<file path="config.mk">
export PLATFORM = sky130hd
export DESIGN_NAME = bridge_queued
export DESIGN_NICKNAME = d
export VERILOG_FILES = /design/src/rtl/bridge_pkg.sv /design/src/rtl/cmd_fifo.sv /design/src/rtl/bridge_queued.sv
export SDC_FILE = /design/constraint.sdc
export NUM_CORES = 1
export LEC_CHECK = 0
export ABC_AREA = 0
export BUFFER_PORTS_ARGS = -buffer_cell sky130_fd_sc_hd__buf_4
export CAP_MARGIN = 0
export CORE_MARGIN = 10
export CORE_UTILIZATION = 45
export CTS_BUF_LIST = sky130_fd_sc_hd__clkbuf_16
export DETAILED_ROUTE_END_ITERATION = 10
export GPL_TIMING_DRIVEN = 0
export PLACE_DENSITY = 0.67
export SLEW_MARGIN = 20
export SYNTH_ARGS = -nofsm -noshare
export SYNTH_HDL_FRONTEND = slang
export SYNTH_SLANG_ARGS = --single-unit
</file>
<file path="constraint.sdc">
create_clock -name clk -period 4.2 [get_ports clk]
set_clock_uncertainty 0.2 [all_clocks]
set_input_delay 0.21 -clock clk [delete_from_list [all_inputs] [get_ports clk]]
set_output_delay 0.21 -clock clk [all_outputs]
set_load 0.05 [all_outputs]
</file>
<file path="src/rtl/bridge_pkg.sv">
// Shared types for the queued core-to-DRAM bridge.
// FSM state encoding and AXI response helpers.
package bridge_pkg;

    typedef enum logic [2:0] {
        IDLE,
        RD_ADDR,
        RD_DATA,
        WR_REQ,
        WR_RESP,
        OUT
    } state_t;

    localparam logic [1:0] RESP_OKAY   = 2'b00;
    localparam logic [1:0] RESP_SLVERR = 2'b10;

    // SLVERR and DECERR both carry bit 1; EXOKAY does not.
    function automatic logic resp_is_err(input logic [1:0] resp);
        return (resp & RESP_SLVERR) != RESP_OKAY;
    endfunction

endpackage

</file>
<file path="src/rtl/cmd_fifo.sv">
// Generic synchronous FIFO for queued core commands.
// Pointers carry an extra wrap bit to tell full from empty.
module cmd_fifo #(
    parameter int WIDTH = 8,
    parameter int DEPTH = 4
) (
    input  logic             clk,
    input  logic             rst_n,
    input  logic             push,
    input  logic             pop,
    input  logic [WIDTH-1:0] din,
    output logic [WIDTH-1:0] dout,
    output logic             full,
    output logic             empty
);
    localparam int PW = $clog2(DEPTH);

    logic [WIDTH-1:0] mem_q [DEPTH];
    logic [PW:0]      wr_q;
    logic [PW:0]      rd_q;

    assign empty = (wr_q == rd_q);
    assign full  = (wr_q[PW] != rd_q[PW]) &&
                   (wr_q[PW-1:0] == rd_q[PW-1:0]);
    assign dout  = mem_q[rd_q[PW-1:0]];

    always_ff @(posedge clk or negedge rst_n) begin
        if (!rst_n) begin
            wr_q <= '0;
            rd_q <= '0;
        end else begin
            if (push && !full)
                wr_q <= wr_q + 1'b1;
            if (pop && !empty)
                rd_q <= rd_q + 1'b1;
        end
    end

    always_ff @(posedge clk) begin
        if (push && !full)
            mem_q[wr_q[PW-1:0]] <= din;
    end

endmodule

</file>
<file path="src/rtl/bridge_queued.sv">
// Queued core-to-DRAM bridge: core requests become AXI4-Lite
// AR/R or AW/W/B transactions, one outstanding, strictly in order.
module bridge_queued
    import bridge_pkg::*;
#(
    parameter int               DATA_W     = 64,
    parameter int               IDX_W      = 8,
    parameter int               ADDR_W     = 17,
    parameter logic [ADDR_W-1:0] BASE_ADDR = 'h10000,
    parameter int               FIFO_DEPTH = 4
) (
    input  logic              clk,
    input  logic              rst_n,
    input  logic              C_in_valid,
    output logic              C_in_ready,
    input  logic              C_r_wb,
    input  logic [IDX_W-1:0]  C_addr,
    input  logic [DATA_W-1:0] C_data_w,
    output logic              C_out_valid,
    output logic [DATA_W-1:0] C_data_r,
    output logic              C_err,
    output logic              AR_VALID,
    input  logic              AR_READY,
    output logic [ADDR_W-1:0] AR_ADDR,
    input  logic              R_VALID,
    output logic              R_READY,
    input  logic [DATA_W-1:0] R_DATA,
    input  logic [1:0]        R_RESP,
    output logic              AW_VALID,
    input  logic              AW_READY,
    output logic [ADDR_W-1:0] AW_ADDR,
    output logic              W_VALID,
    input  logic              W_READY,
    output logic [DATA_W-1:0] W_DATA,
    input  logic              B_VALID,
    output logic              B_READY,
    input  logic [1:0]        B_RESP
);
    localparam int SHIFT = $clog2(DATA_W / 8);
    localparam int OFF_W = IDX_W + SHIFT;

    typedef struct packed {
        logic              r_wb;
        logic [IDX_W-1:0]  addr;
        logic [DATA_W-1:0] data;
    } cmd_t;

    cmd_t push_cmd;
    cmd_t head;
    logic fifo_full;
    logic fifo_empty;
    logic pop;

    state_t            state_q;
    logic              ar_valid_q;
    logic [ADDR_W-1:0] ar_addr_q;
    logic              aw_valid_q;
    logic [ADDR_W-1:0] aw_addr_q;
    logic              w_valid_q;
    logic [DATA_W-1:0] w_data_q;
    logic              r_ready_q;
    logic              b_ready_q;
    logic              out_valid_q;
    logic [DATA_W-1:0] data_r_q;
    logic              err_q;
    logic              aw_done_q;
    logic              w_done_q;

    logic [OFF_W-1:0]  head_off;
    logic [ADDR_W-1:0] head_addr;
    logic              aw_hs;
    logic              w_hs;
    logic              aw_fin;
    logic              w_fin;

    assign push_cmd = '{r_wb: C_r_wb, addr: C_addr, data: C_data_w};
    assign pop      = (state_q == IDLE) && !fifo_empty;

    cmd_fifo #(
        .WIDTH($bits(cmd_t)),
        .DEPTH(FIFO_DEPTH)
    ) u_fifo (
        .clk  (clk),
        .rst_n(rst_n),
        .push (C_in_valid),
        .pop  (pop),
        .din  (push_cmd),
        .dout (head),
        .full (fifo_full),
        .empty(fifo_empty)
    );

    assign head_off  = OFF_W'(head.addr) << SHIFT;
    assign head_addr = BASE_ADDR + ADDR_W'(head_off);

    // A handshake this cycle counts as done for the WR_RESP decision.
    assign aw_hs  = aw_valid_q && AW_READY;
    assign w_hs   = w_valid_q && W_READY;
    assign aw_fin = aw_done_q || aw_hs;
    assign w_fin  = w_done_q || w_hs;

    always_ff @(posedge clk or negedge rst_n) begin
        if (!rst_n) begin
            state_q     <= IDLE;
            ar_valid_q  <= 1'b0;
            ar_addr_q   <= '0;
            aw_valid_q  <= 1'b0;
            aw_addr_q   <= '0;
            w_valid_q   <= 1'b0;
            w_data_q    <= '0;
            r_ready_q   <= 1'b0;
            b_ready_q   <= 1'b0;
            out_valid_q <= 1'b0;
            data_r_q    <= '0;
            err_q       <= 1'b0;
            aw_done_q   <= 1'b0;
            w_done_q    <= 1'b0;
        end else begin
            unique case (state_q)
                IDLE: begin
                    if (!fifo_empty) begin
                        if (head.r_wb) begin
                            ar_valid_q <= 1'b1;
                            ar_addr_q  <= head_addr;
                            state_q    <= RD_ADDR;
                        end else begin
                            aw_valid_q <= 1'b1;
                            aw_addr_q  <= head_addr;
                            w_valid_q  <= 1'b1;
                            w_data_q   <= head.data;
                            aw_done_q  <= 1'b0;
                            w_done_q   <= 1'b0;
                            state_q    <= WR_REQ;
                        end
                    end
                end
                RD_ADDR: begin
                    if (AR_READY) begin
                        ar_valid_q <= 1'b0;
                        ar_addr_q  <= '0;
                        r_ready_q  <= 1'b1;
                        state_q    <= RD_DATA;
                    end
                end
                RD_DATA: begin
                    if (R_VALID) begin
                        r_ready_q   <= 1'b0;
                        data_r_q    <= R_DATA;
                        err_q       <= resp_is_err(R_RESP);
                        out_valid_q <= 1'b1;
                        state_q     <= OUT;
                    end
                end
                WR_REQ: begin
                    if (aw_hs) begin
                        aw_valid_q <= 1'b0;
                        aw_addr_q  <= '0;
                        aw_done_q  <= 1'b1;
                    end
                    if (w_hs) begin
                        w_valid_q <= 1'b0;
                        w_data_q  <= '0;
                        w_done_q  <= 1'b1;
                    end
                    if (aw_fin && w_fin) begin
                        b_ready_q <= 1'b1;
                        state_q   <= WR_RESP;
                    end
                end
                WR_RESP: begin
                    if (B_VALID) begin
                        b_ready_q   <= 1'b0;
                        data_r_q    <= '0;
                        err_q       <= resp_is_err(B_RESP);
                        out_valid_q <= 1'b1;
                        state_q     <= OUT;
                    end
                end
                OUT: begin
                    out_valid_q <= 1'b0;
                    state_q     <= IDLE;
                end
                default: state_q <= IDLE;
            endcase
        end
    end

    assign C_in_ready  = !fifo_full;
    assign C_out_valid = out_valid_q;
    assign C_data_r    = data_r_q;
    assign C_err       = err_q;
    assign AR_VALID    = ar_valid_q;
    assign AR_ADDR     = ar_addr_q;
    assign R_READY     = r_ready_q;
    assign AW_VALID    = aw_valid_q;
    assign AW_ADDR     = aw_addr_q;
    assign W_VALID     = w_valid_q;
    assign W_DATA      = w_data_q;
    assign B_READY     = b_ready_q;

endmodule

</file>
==> results of run 1 <==
-- stage by stage --
stage / setup WS, ns / power, mW / hold slack [ns] / cells
after floorplan: 0.8058 / 11.75 / -0.2856 / 1137
after global placement: -0.7235 / 14.21 / 0.2107 / 1948
after detailed placement: 1.247 / 14.37 / -0.05554 / 1954
after CTS: 1.236 / 18.72 / 0.007907 / 2191
after global routing: 1.121 / 19.51 / 0.03564 / 2196
final: 1.306 / 18.57 / 0.01508 / 2197
-- registers in the layout, indices dropped and copies added, names as in the netlist, 3 cells and up --
register and cells:
u_fifo.rd_q 3, state_q 3, AW_ADDR 8, u_fifo.wr_q 3, u_fifo.mem_q 292, AR_ADDR 8, C_data_r 64, W_DATA 64
-- tightest hold or removal path, stage by stage --
cell	delay [ns]
dlygate4sd3_1	0.57
buf_8	0.15
buf_16	0.23
-- layout make-up --
cell class / instances / area (um^2) / area share
antenna: 6 / 15.01 / 0.0006400
buffer: 84 / 422.9 / 0.01803
clock buffer: 47 / 1176 / 0.05014
clock inverter: 41 / 382.9 / 0.01632
inverter: 6 / 22.52 / 0.0009601
multi-input combinational: 593 / 4044 / 0.1724
sequential: 454 / 12820 / 0.5466
tap: 511 / 639.4 / 0.02725
timing repair buffer: 455 / 3934 / 0.1677
-- cell usage after synthesis, types with 4 or more instances --
| cell | instances |
|---|---|
| ha_1 | 5 |
| a21oi_1 | 4 |
| buf_4 | 19 |
| mux4_2 | 73 |
| xnor2_1 | 5 |
| clkbuf_1 | 43 |
| dfrtp_1 | 162 |
| and2_1 | 4 |
| buf_1 | 8 |
| xor2_1 | 5 |
| inv_1 | 6 |
| buf_2 | 9 |
| nand2_1 | 295 |
| edfxtp_1 | 292 |
| o21ai_0 | 151 |
-- routing by layer --
layer	wire, um	global-route usage
met5	23	0
met4	1483	0.07487
met2	22510	0.3235
met3	3575	0.05636
met1	19720	0.2591
-- power groups by stage --
stage,clock (mW),sequential [mW],combinational (mW)
2_1_floorplan,0,8.94,2.81
3_3_place_gp,0,6.86,7.35
4_1_cts,4.26,6.75,7.71
5_1_grt,4.43,6.89,8.19
3_5_place_dp,0,6.82,7.55
6_report,4.18,6.76,7.63
-- how the worst min path moves through the flow --
stage,startpoint,to,slack (ns),depth (start not counted)
2_1_floorplan,rst_n,AR_ADDR[10],-0.29,0
3_5_place_dp,rst_n,C_data_r[51],-0.06,1
5_1_grt,rst_n,C_data_r[51],0.04,3
3_3_place_gp,C_data_w[8],u_fifo.mem_q[2][8],0.21,1
4_1_cts,rst_n,C_data_r[51],0.008,3
6_report,rst_n,C_data_r[51],0.02,3
-- cells by family after synthesis --
group                      after synthesis
DFF                                    454
buffers and inverters                   90
AOI/OAI and AO/OA                      172
other                                    1
xor gates and xnor gates                10
and+or+nand+nor                        315
muxes                                   75
adders and majority gates                5
-- placed cells by master, fill, tap and decap left out, drive strengths merged, types with 3 or more instances in the layout --
| cell type | Yosys | layout |
|---|---|---|
| xnor2 | 5 | 5 |
| dfrtp | 162 | 162 |
| nand3b | 3 | 3 |
| nand2 | 295 | 295 |
| bufinv | 0 | 6 |
| dlygate4sd3 | 0 | 148 |
| a31oi | 3 | 3 |
| clkinv | 0 | 17 |
| mux4 | 73 | 73 |
| o21ai | 151 | 151 |
| diode | 0 | 6 |
| conb | 1 | 16 |
| clkbuf | 45 | 92 |
| and2 | 4 | 4 |
| a21oi | 4 | 4 |
| xor2 | 5 | 5 |
| inv | 6 | 23 |
| edfxtp | 292 | 292 |
| buf | 39 | 346 |
| ha | 5 | 5 |
| a21o | 3 | 3 |
| nor2b | 3 | 3 |
==> summary.md, run 1 <==
| Metric | Value |
|---|---|
| Slowest cell on the critical path | a311oi_4 |
| Clock power share | 0.225 |
| Clk root buf | clkbuf_16 |
| Synth async-reset ratio | 0.3568 |
| Die area | 46,530 um^2 |
| TritonCTS Buffers | 47 |
| Via-to-Cell Ratio | around 5 |
| Internal | 11.13 mW |
| Hold_buf cts | 149 |
| Sequential share of the synthesized area | 0.7440 |
| Postcts setup bufs | 0 |
| I/O pin count | around 320 |
| WL per Instance | roughly 22 um |
| Core Area | 37,760 um^2 |
| Final instance area | 23,460 um^2 |
| Die width | 215.7 um |
| Sequential power share | 0.364 |
| Final #Nets | between 1,500 and 2,000 |
| Slew HR | 0.3715 |
| Count of pins over their slew limit | 0 |
| Warnings, synthesis | 0 |
| Die height | 215.7 um |
| Area growth syn-to-layout | 36.12% |
| Post-synth top area share | 0.5088 |
| Clock sink count | 454 |
| DRT Wirelength | 47,310 um |
| Post-DP Area | around 20,000 um^2 |
| Fill count | about 2,700 |
| GR Overflow Total | 0 |
| Fmax | between 300 and 400 MHz |
| CP Data Arrival Time | 3.19 ns |
| Critical Path Stages | 8 |
| Global-route wire length before repair | 73,140 um |
| Final core occ | 0.6213 |
| Max Cap Viol | 0 |
| Top delay family on crit path | compound AO/OA/AOI/OAI gates |
| Synthesized area per cell | 15.36 um^2 |
| Power Density | about 790 nW/um^2 |
| Min Tclk post-route | 2.894 ns |
| Final worst path period share | 0.6891 |
| # rows | 71 |
| Peak supply drop | 0.0004670 V |
| Flops & latches, synth | 454 |
| Gr usage total | 0.2022 |
| Leakage | 9.562 nW |
| Critical path data required time | 4.50 ns |
| IO Port Bufs | 300 |
| Post-Synth Adder-Cell Area | 0.003630 |
| Library cells used by synthesis | 40 |
| Crit end category | register |
| Critical-path cell list | buf_2 > mux4_2 > a311oi_4 > buf_6 > buf_6 > buf_6 > nand2_1 > o21ai_0 |
| Worst Hold Class | input pin to async pin |
| TritonCTS clock tree | done |
| Synth Area in Compound Gates | 0.05329 |
| Reg2reg path depth | 8 |
| Synth Area in XOR/XNOR | 0.005082 |
| Initial antenna violation count | 8 |
| Final Hold Fails | 0 |
| GP Congestion | 0.8865 |
| DR DRC count | 0 |
| Maximum clock path buffer count | 3 |
| Switching portion of total power | 0.4007 |
| CP endpoint | W_DATA[50] |
| TritonRoute pass-1 iters | 5 |
| Reg-to-reg endpoint | W_DATA[50] |
| R2r setup slk | 1.31 ns |
| Share of cells above drive strength 1 | 0.2905 |
| Kind of critical path | register to register |
| CP startpoint | u_fifo.rd_q[0] |
| Main combinational cell family by area after synthesis | multiplexers |
| Comb power frac | 0.411 |
| CP dominant cell by count | buf_6 |
| Setup violators final | 0 |
| Mux share of post-synthesis cell area | 0.09663 |
| Clk_lat worst skew | 0.58 ns |
| Setup_tns | 0 ns |
| Vias in the first global route | 12,007 |
| Cells taking the most area after synthesis | edfxtp_1 51%, dfrtp_1 24%, mux4_2 9.5%, nand2_1 6.4%, o21ai_0 4.4% |
| CTS clock-pin slew for the worst setup and hold paths | 0.06 ns |
| Top_reg_cell synth | edfxtp_1 |
| Pin count of the biggest net entering global routing | between 50 and 60 |
| Yosys top cell by area | edfxtp_1 |
| Critical R2R Launch | u_fifo.rd_q[0] |
| Worst Path Max Fanout | 10 |
| Initial Util | 0.4565 |
| Bufs and invs on worst path | 4 |
| RSZ-0062 raised after global routing | false |
| Net Switching | 7.441 mW |
| Placed wire-length estimate | around 31,000 um |
| Antenna Nets Post-Route | 0 |
| Post-Syn Area | between 15,000 and 20,000 um^2 |
| Initial drt markers | 927 |
| Vias | 11,282 |
| Worst-Margin Slew | 0.9427 ns |
| CP max stage delay | 0.77 ns |
| Post-synth EDFFs | around 300 |
| Post-Synth Simple-Gate Area | 0.07129 |
| Startpoint Class | register |
| Cts repair resizes | 0 |
| Syn Inst Count | around 1,100 |
| Htree depth | 2 |
| Status | finished clean |
Note: power is estimated with default switching activity, not from simulation.
==> inputs of run 2 (changes only) <==
==> constraint.sdc (replaced) <==
create_clock -name clk -period 2.85 [get_ports clk]
set_clock_uncertainty 0.2 [all_clocks]
set_input_delay 0.1425 -clock clk [delete_from_list [all_inputs] [get_ports clk]]
set_output_delay 0.1425 -clock clk [all_outputs]
set_load 0.05 [all_outputs]
==> run 2 against run 1 <==
First-iteration DRC count down 7.0%. Clock power up 44%. Hold slack gained 0.075 ns. Die area unchanged. Sequential power is 48% higher. Flip-flop and latch count did not move. Via count fell by 0.42%. Fmax up 9.1%. Wire length up 0.61%. Cell area fell by 0.23%. Cell count about the same. Largest cell class unchanged. Highest routed layer unchanged.
==> summary.md, run 2 (same netlist as run 1, synthesis figures left out) <==
| Metric | Value |
|---|---|
| Pin count of the biggest net entering global routing | 93 |
| Htree depth | 2 |
| CP startpoint | state_q[0] |
| DR DRC count | 0 |
| Die height | between 200 and 250 um |
| Commonest non-fill, non-tap cell in the layout | buf_4 |
| GR Overflow Total | 0 |
| Peak supply drop | 0.0009193 V |
| Count of pins over their slew limit | 0 |
| Worst-Margin Slew | a little over 0.9 ns |
| Max Cap Viol | 0 |
| Slew HR | 0.3786 |
| Max reg flops | 292 |
| Initial antenna violation count | 6 |
| Initial Util | 0.4565 |
| Critical path data required time | 3.09 ns |
| Final #Nets | 1,796 |
| Area growth syn-to-layout | 35.80% |
| TritonCTS clock tree | done |
| Power Density | 1166 nW/um^2 |
| Final Hold Fails | 0 |
| I/O pin count | 319 |
| Placed wire-length estimate | 31,380 um |
| DRT Wirelength | about 48,000 um |
| Initial drt markers | around 860 |
| Clk_lat worst skew | 0.59 ns |
| GP Congestion | 0.8527 |
| Critical R2R Launch | state_q[0] |
| Kind of critical path | register to register |
| TritonRoute pass-1 iters | 5 |
| Fin cells | 2,196 |
| WL per Instance | 21.67 um |
| Hold_sp | C_data_w[18] |
| TritonCTS Buffers | 47 |
| Worst Path Max Fanout | 10 |
| Hold Path Depth | 2 |
| Worst Hold Class | input pin to register |
| Reg2reg path depth | 7 |
| Final worst path period share | 0.9305 |
| Via-to-Cell Ratio | 5.116 |
| Min Tclk post-route | around 2.7 ns |
| Startpoint Class | register |
| IO Port Bufs | 300 |
| Antenna Nets Post-Route | 0 |
| Die area | 46,530 um^2 |
| Die width | 215.7 um |
| Clk root buf | clkbuf_16 |
| Setup violators final | 0 |
| Vias | 11,235 |
| Fmax | 377.1 MHz |
| Hold slack final | 0.08972 ns |
| Clock sink count | around 450 |
| CP Data Arrival Time | approximately 2.9 ns |
| Tot Pwr | 27.29 mW |
| Core Area | 37,760 um^2 |
| Placed cells | slightly below 2,000 |
| Share of cells above drive strength 1 | 0.2895 |
| RSZ-0062 raised after global routing | false |
| Maximum clock path buffer count | 3 |
| Most frequent cells in the layout | 318 x buf_4, 295 x nand2_1, 292 x edfxtp_1, 162 x dfrtp_1, 151 x o21ai_0 |
| Vias in the first global route | 12,137 |
| Crit end category | register |
| Gr usage total | 0.2027 |
| Global-route wire length before repair | roughly 73,000 um |
| Final core occ | 0.6199 |
| Hold Path Sink | u_fifo.mem_q[0][18] |
| Status | finished clean |
| CTS clock-pin slew for the worst setup and hold paths | 0.07 ns |
| # rows | 71 |
| Fill count | 2,727 |
| Leakage | about 9.5 nW |
| Reg-to-reg endpoint | W_DATA[49] |
| R2r setup slk | 0.20 ns |
## run 2: cell types whose count changed in the layout (fill, tap and decap cells not counted), sizes merged
| cell | previous run | this run |
|---|---|---|
| bufinv | 6 | 5 |
| clkbuf | 92 | 91 |
| clkinv | 17 | 20 |
| dlygate4sd3 | 148 | 150 |
| inv | 23 | 19 |
## run 2: repair_timing
action	4_1_cts	5_1_grt
cloned	0	0
gates resized for setup	2	3
setup endpoints to repair	77	55
pin swaps	1	1
hold endpoints to repair	527	0
buffers inserted	0	1
hold buffers	150	0
## run 2: worst max-delay path by stage
stage	end	slack [ns]	cells past startpoint
after floorplan	u_fifo.mem_q[3][0]	0.27	4
after global placement	u_fifo.mem_q[3][23]	-0.62	4
after detailed placement	w_done_q	-0.31	7
after CTS	w_done_q	0.002	7
after global routing	W_DATA[49]	0.004	6
final	W_DATA[49]	0.20	7
## run 2: final cells by class
class / instances / area, um^2 / share of cell area
buffer: 84 / 425.4 / 0.01818
timing repair buffer: 456 / 3919 / 0.1674
clock inverter: 39 / 340.3 / 0.01454
multi-input combinational: 593 / 4044 / 0.1728
clock buffer: 47 / 1176 / 0.05025
antenna: 6 / 15.01 / 0.0006415
sequential: 454 / 12820 / 0.5479
tap: 511 / 639.4 / 0.02732
inverter: 6 / 22.52 / 0.0009623
## run 2: power breakdown
part	internal (mW)	leakage [nW]	switching [mW]	total (mW)
combinational	3.71	4.04	7.55	11.3
sequential	9.12	4.71	0.886	10.0
clock	3.47	0.779	2.54	6.01
total	16.3	9.53	11.0	27.3
## run 2: critical path, cell delays in order (launching register included)
cell,delay [ns]
dfrtp_1,0.34
clkbuf_1,0.33
nor2b_1,0.36
nand4_1,0.35
buf_2,0.35
clkbuf_1,0.33
nand2_1,0.15
o21ai_0,0.10
## run 2: metrics by stage
stage / setup slack, ns / TNS, ns / cell area [um^2]
2_1_floorplan: 0.2705 / 0 / 17300
3_3_place_gp: -0.6189 / -185.14 / 20190
3_5_place_dp: -0.3111 / -16.67 / 20340
4_1_cts: 0.001752 / 0 / 23370
5_1_grt: 0.004313 / 0 / 23400
6_report: 0.1980 / 0 / 23400
## run 2: layer usage
metal / vias to the layer above / share of wire / track usage
met4: 2 / 0.018 / 0.05586
met3: 61 / 0.080 / 0.05692
li1: 5118 / - / -
met2: 422 / 0.49 / 0.3405
met5: - / 0.00027 / 0
met1: 5632 / 0.41 / 0.2526
